### config.mk
export PLATFORM = sky130hd
export DESIGN_NAME = ed_alif_syn_frontend
export DESIGN_NICKNAME = d
export VERILOG_FILES = /design/src/rtl/ed_alif_syn_frontend.sv
export SDC_FILE = /design/constraint.sdc
export NUM_CORES = 1
export LEC_CHECK = 0
export CAP_MARGIN = 20
export CELL_PAD_IN_SITES_DETAIL_PLACEMENT = 1
export CELL_PAD_IN_SITES_GLOBAL_PLACEMENT = 1
export CORE_UTILIZATION = 35
export CTS_CLUSTER_SIZE = 28
export DETAILED_ROUTE_END_ITERATION = 16
export PLACE_DENSITY_LB_ADDON = 0.2
export SLEW_MARGIN = 30
export SYNTH_ARGS = -nofsm -noshare
export SYNTH_HDL_FRONTEND = slang
export SYNTH_SLANG_ARGS = --single-unit
### constraint.sdc
create_clock -name clk -period 5.67 [get_ports clk]
set_clock_uncertainty 0.1 [all_clocks]
set_input_delay 1.701 -clock clk [delete_from_list [all_inputs] [get_ports clk]]
set_output_delay 1.701 -clock clk [all_outputs]
set_load 0.1 [all_outputs]
### src/rtl/ed_alif_syn_frontend.sv
// Synaptic front-end for the ED-ALIF neuron: buffers addressed spike events,
// accumulates signed weights into a saturating current and issues one neuron update per tick.
module ed_alif_syn_frontend #(
  parameter int         V_WIDTH        = 12,
  parameter int         SYN_W_WIDTH    = 8,
  parameter int         ADDR_WIDTH     = 4,
  parameter int         FIFO_DEPTH     = 4,
  parameter logic [3:0] REFRACT_PERIOD = 4'd3
) (
  input  logic                          clk,
  input  logic                          rst_n,
  input  logic                          ev_valid,
  output logic                          ev_ready,
  input  logic [ADDR_WIDTH-1:0]         ev_addr,
  input  logic                          wt_we,
  input  logic [ADDR_WIDTH-1:0]         wt_addr,
  input  logic [SYN_W_WIDTH-1:0]        wt_data,
  input  logic                          tick,
  input  logic                          spike_in,
  output logic                          enable,
  output logic signed [V_WIDTH-1:0]     I_syn,
  output logic                          input_event,
  output logic [3:0]                    refract_cnt,
  output logic                          tick_overrun
);

  localparam int unsigned N_WT  = 1 << ADDR_WIDTH;
  localparam int          PTR_W = $clog2(FIFO_DEPTH);
  localparam int          EXT   = V_WIDTH + 1 - SYN_W_WIDTH;

  localparam logic [V_WIDTH-1:0] ACC_MAX = {1'b0, {(V_WIDTH-1){1'b1}}};
  localparam logic [V_WIDTH-1:0] ACC_MIN = {1'b1, {(V_WIDTH-1){1'b0}}};

  typedef enum logic [1:0] {
    ACCUM = 2'd0,
    DRAIN = 2'd1,
    ISSUE = 2'd2,
    WAIT  = 2'd3
  } state_t;

  state_t state, state_next;

  logic [SYN_W_WIDTH-1:0] wt_mem   [N_WT];
  logic [ADDR_WIDTH-1:0]  fifo_mem [FIFO_DEPTH];
  logic [PTR_W:0]         wr_ptr, rd_ptr;
  logic                   fifo_empty, fifo_full;
  logic                   push, pop;
  logic [ADDR_WIDTH-1:0]  pop_addr;
  logic [SYN_W_WIDTH-1:0] pop_wt;

  logic [V_WIDTH-1:0]     acc, acc_next;
  logic [V_WIDTH:0]       acc_sum;
  logic                   evt_seen;

  // Extra pointer bit distinguishes full from empty when the indices match.
  assign fifo_empty = (wr_ptr == rd_ptr);
  assign fifo_full  = (wr_ptr[PTR_W] != rd_ptr[PTR_W]) &&
                      (wr_ptr[PTR_W-1:0] == rd_ptr[PTR_W-1:0]);

  assign ev_ready = (state == ACCUM) && !fifo_full;
  assign push     = ev_valid && ev_ready;
  assign pop      = !fifo_empty && ((state == ACCUM) || (state == DRAIN));
  assign pop_addr = fifo_mem[rd_ptr[PTR_W-1:0]];
  assign pop_wt   = wt_mem[pop_addr];

  // One guard bit: overflow shows up as the top two sum bits disagreeing.
  assign acc_sum = {acc[V_WIDTH-1], acc} + {{EXT{pop_wt[SYN_W_WIDTH-1]}}, pop_wt};

  always_comb begin
    acc_next = acc_sum[V_WIDTH-1:0];
    if (acc_sum[V_WIDTH] != acc_sum[V_WIDTH-1]) begin
      acc_next = acc_sum[V_WIDTH] ? ACC_MIN : ACC_MAX;
    end
  end

  always_comb begin
    state_next = state;
    case (state)
      ACCUM:   if (tick) state_next = DRAIN;
      DRAIN:   if (fifo_empty) state_next = ISSUE;
      ISSUE:   state_next = WAIT;
      WAIT:    state_next = ACCUM;
      default: state_next = ACCUM;
    endcase
  end

  always_ff @(posedge clk or negedge rst_n) begin
    if (!rst_n) begin
      state <= ACCUM;
    end else begin
      state <= state_next;
    end
  end

  // Weight table: a read in the same cycle as a write sees the old entry.
  always_ff @(posedge clk or negedge rst_n) begin
    if (!rst_n) begin
      for (int unsigned i = 0; i < N_WT; i++) begin
        wt_mem[i] <= '0;
      end
    end else if (wt_we) begin
      wt_mem[wt_addr] <= wt_data;
    end
  end

  always_ff @(posedge clk) begin
    if (push) begin
      fifo_mem[wr_ptr[PTR_W-1:0]] <= ev_addr;
    end
  end

  always_ff @(posedge clk or negedge rst_n) begin
    if (!rst_n) begin
      wr_ptr <= '0;
      rd_ptr <= '0;
    end else begin
      if (push) wr_ptr <= wr_ptr + 1'b1;
      if (pop)  rd_ptr <= rd_ptr + 1'b1;
    end
  end

  always_ff @(posedge clk or negedge rst_n) begin
    if (!rst_n) begin
      acc      <= '0;
      evt_seen <= 1'b0;
    end else if (state == ISSUE) begin
      acc      <= '0;
      evt_seen <= 1'b0;
    end else if (pop) begin
      acc      <= acc_next;
      evt_seen <= 1'b1;
    end
  end

  // DRAIN only exits with the FIFO empty, so acc is final when ISSUE is entered.
  always_ff @(posedge clk or negedge rst_n) begin
    if (!rst_n) begin
      enable      <= 1'b0;
      I_syn       <= '0;
      input_event <= 1'b0;
    end else begin
      enable <= (state_next == ISSUE);
      if ((state != ISSUE) && (state_next == ISSUE)) begin
        I_syn       <= acc;
        input_event <= evt_seen;
      end
    end
  end

  always_ff @(posedge clk or negedge rst_n) begin
    if (!rst_n) begin
      refract_cnt <= '0;
    end else if (state == WAIT) begin
      if (spike_in) begin
        refract_cnt <= REFRACT_PERIOD;
      end else if (refract_cnt != '0) begin
        refract_cnt <= refract_cnt - 4'd1;
      end
    end
  end

  always_ff @(posedge clk or negedge rst_n) begin
    if (!rst_n) begin
      tick_overrun <= 1'b0;
    end else if (tick && (state != ACCUM)) begin
      tick_overrun <= 1'b1;
    end
  end

endmodule
==> out/results.txt, run 1 <==
status -> finished, final reports clean
hold depth -> 1
routed wl met2 -> 10,300 um
Top Ports -> 42
switching part of the total power -> 0.413
Final Cycle Share -> 0.874
Routed WL -> 21,000 um
max-slew violations -> 0
R2R cell count -> 14
n_diodes -> 0
CTS root buf -> clkbuf_16
worst reg2reg startpoint -> rd_ptr[0]$_DFFE_PN0P_
EDFF count, synth -> 16
CTS tree -> done
Initial DRC Count -> 273
syn avg cell area -> 14.1 um2
die width -> 160 um
core area -> 0.0245 mm2
Clk pwr share -> 0.197
CTS max path bufs -> 2
post-synthesis net count -> 667
unrepaired setup endpoints after global routing -> no
fraction of layout cells with a size suffix above 1 -> 0.320
min Tclk post-route -> 4.95 ns
worst skew pair latency -> 0.44 ns
Rows -> 57
final setup margin -> 0.717 ns
multi-input logic area -> 0.00394 mm2
post-CTS setup buffers -> 0
CP Class -> flop to flop
Synth area leader -> dfrtp_1
routed length per instance -> 21.0 um
TNS Setup -> 0 ns
Crit Path Max Fanout -> 28
Yosys cell types -> 46
nature of the critical path endpoint -> flop
Slew HR -> 0.336
Switch Pwr -> 2810 uW
Hold Buf Count CTS -> 0
# fillers -> 2,458
GRT Resource Usage Total -> 0.173
Die Y -> 160 um
sequential element share of the synthesized area -> 0.533
R2R Path End -> acc[10]$_DFFE_PN0P_
Yosys top cell area share -> 0.478
fmax -> 0.202 GHz
met3 WL -> 670 um
DRT Pass-1 Iters -> 4
first-pass GRT wire length -> 33,600 um
P&R area growth vs syn -> 16.0%
internal cell power -> 3990 uW
worst slew pin tran -> 0.992 ns
Num CTS Buffers -> 17
VDD IR-drop max -> 0.000316 V
Clock transition at path regs -> 0.07 ns
Post-DP HPWL -> 14,000 um
largest net degree at the start of global routing -> 101
post-route ant nets -> 0
largest cells by area after synthesis -> dfrtp_1 (48%), mux2_2 (19%), mux4_2 (5.9%), edfxtp_1 (5.5%), mux4_1 (3.9%)
Comb power frac -> 0.514
Setup WS pre-CTS -> 0.690 ns
placed cells -> 966
Placer Congestion -> 0.807
number of global-route vias before repair -> 5,687
hold slack final -> 0.378 ns
H-tree Lvls -> 4
Synth Instances -> 625
Yosys warnings -> 0
type of the tightest min-delay check -> flop to flop
initial antenna violation count -> 0
total leakage power -> 0.00428 uW
power density over the cells -> 667 mW/mm2
Die Footprint -> 0.0257 mm2
hold path startpoint -> tick_overrun$_DFFE_PN0P_
nets -> 703
post-synthesis cell area -> 0.00879 mm2
max-cap viol count -> 0
Flop pwr share -> 0.290
Starting Density -> 0.359
Highest Signal Layer -> met4
Setup-failing EPs final -> 0
clock sinks -> 184
Startpoint Class -> flop
r2r setup slk -> 0.72 ns
Vias -> 5,342
FF+latch area -> 0.00468 mm2
Arr. time, crit path -> 5.17 ns
async set-reset flop share out of synthesis -> 0.913
DRC viols -> 0
post-CTS sizing -> 0
most common flop cell mapped by yosys -> dfrtp_1
Finished Layout Cells -> 998
hold endpoint -> tick_overrun$_DFFE_PN0P_
Final Hold Fails -> 0
GRT overflow -> 0
IO buf count -> 41
Vias/cell -> 5.35
#FFs+latches synth -> 184
CP required -> 5.89 ns
metal1 wirelength -> 9750 um
[cells by family (layout without fill, tap and decap cells)]
| family | count (synthesis) | count (layout) | synth area share |
|---|---|---|---|
| flops | 184 | 184 | 0.533 |
| simple gates | 90 | 90 | 0.0487 |
| mux | 195 | 195 | 0.300 |
| fa+ha+maj | 20 | 20 | 0.0293 |
| xor+xnor | 15 | 15 | 0.0150 |
| compound gates | 78 | 78 | 0.0524 |
| buf+inv | 43 | 92 | 0.0214 |
[cells in the mapped netlist, types with 2 or more instances]
| cell type | number |
|---|---|
| a211o_1 | 2 |
| a211oi_1 | 2 |
| a21boi_0 | 2 |
| a21o_1 | 3 |
| a21oi_1 | 19 |
| a22oi_1 | 2 |
| and2_1 | 3 |
| and3_1 | 5 |
| buf_2 | 3 |
| buf_6 | 3 |
| clkbuf_1 | 23 |
| dfrtp_1 | 168 |
| edfxtp_1 | 16 |
| ha_1 | 19 |
| inv_1 | 13 |
| mux2_2 | 149 |
| mux2i_1 | 10 |
| mux4_1 | 13 |
| mux4_2 | 23 |
| nand2_1 | 34 |
| nand2b_1 | 9 |
| nand3_1 | 4 |
| nand3b_1 | 4 |
| nor2_1 | 18 |
| nor2b_1 | 2 |
| nor3_1 | 5 |
| o211ai_1 | 3 |
| o21ai_0 | 30 |
| o21ai_1 | 5 |
| o21bai_1 | 2 |
| or3_1 | 3 |
| xnor2_1 | 10 |
| xor2_1 | 5 |
[worst max path at each step]
stage | start | end
final | rd_ptr[0]$_DFFE_PN0P_ | acc[10]$_DFFE_PN0P_
after global placement | rd_ptr[0]$_DFFE_PN0P_ | acc[7]$_DFFE_PN0P_
after CTS | rd_ptr[0]$_DFFE_PN0P_ | acc[10]$_DFFE_PN0P_
after floorplan | rd_ptr[1]$_DFFE_PN0P_ | ev_ready
after detailed placement | rd_ptr[0]$_DFFE_PN0P_ | acc[10]$_DFFE_PN0P_
after global routing | rd_ptr[0]$_DFFE_PN0P_ | acc[10]$_DFFE_PN0P_
[routing by layer]
layer,GRT usage,vias up
li1,-,2387
met1,0.234,2838
met2,0.283,90
met3,0.0315,27
met4,0.0537,0
met5,0,-
[sequential cells by signal (all words and copies together), names as in the netlist]
| name | count |
|---|---|
| wt_mem | 128 |
| fifo_mem | 16 |
| I_syn | 12 |
| acc | 12 |
| refract_cnt | 4 |
| rd_ptr | 3 |
| wr_ptr | 3 |
| state | 2 |
| enable | 1 |
| evt_seen | 1 |
| input_event | 1 |
| tick_overrun | 1 |
[per-stage QoR]
step,power [uW],util,area [um2]
global placement,5400,0.389,9510
floorplan,4590,-,8790
global route,7270,0.417,10200
CTS,6870,0.416,10200
finish,6800,0.417,10200
detailed placement,5500,0.389,9530
[power by group through the flow]
stage	combinational (uW)	sequential (uW)	clock, uW
after floorplan	2290	2300	0
after global placement	3430	1980	0
after detailed placement	3500	2000	0
after CTS	3520	1970	1370
after global routing	3820	2020	1430
final	3490	1970	1340
[critical path, stage by stage, from the launching register on]
cell      delay (ns)
dfrtp_1         0.56
mux4_4          1.03
mux4_1          0.46
mux2_2          0.19
nand2_1         0.06
o21ai_1         0.22
ha_1            0.30
inv_1           0.07
fa_1            0.40
nand2b_1        0.18
a211oi_1        0.34
nor4_1          0.14
a211o_1         0.42
a22oi_1         0.22
o21ai_0         0.11
[final cells by class]
type	count	area share
Sequential cell	184	0.460
Multi-Input combinational cell	398	0.386
Clock buffer	21	0.0442
Timing Repair Buffer	47	0.0450
Tap cell	324	0.0398
Inverter	13	0.00479
Clock inverter	11	0.0204
[cells in the final DEF (no fill, tap or decap), types with 2 or more instances in the layout]
cell type / n
bufinv_16: 5
edfxtp_1: 16
a21o_1: 3
xnor2_1: 10
mux2i_1: 10
inv_6: 3
nor2_1: 11
mux4_1: 13
xor2_1: 5
o21bai_1: 2
dfrtp_1: 168
a211oi_1: 2
mux4_2: 22
a22oi_1: 2
a211o_1: 2
o21ai_1: 5
nand3_1: 4
and2_1: 3
clkbuf_1: 3
o21ai_0: 30
clkbuf_8: 2
nor2_2: 7
nand3b_1: 4
inv_8: 2
nand2b_1: 9
buf_4: 6
a21oi_1: 19
inv_1: 13
o211ai_1: 3
nand2_1: 34
ha_1: 19
clkdlybuf4s50_1: 40
clkbuf_16: 17
nor3_1: 5
and3_1: 5
a21boi_0: 2
or3_1: 3
mux2_2: 149
Power figures use the tool's default switching activity.
==> run 2, diff against run 1 <==
CTS_CLUSTER_DIAMETER = 200   (was unset)
GPL_TIMING_DRIVEN = 1   (was unset)
==> results of run 2 <==
No change in the layout: final DEF, timing and power equal those of run 1.
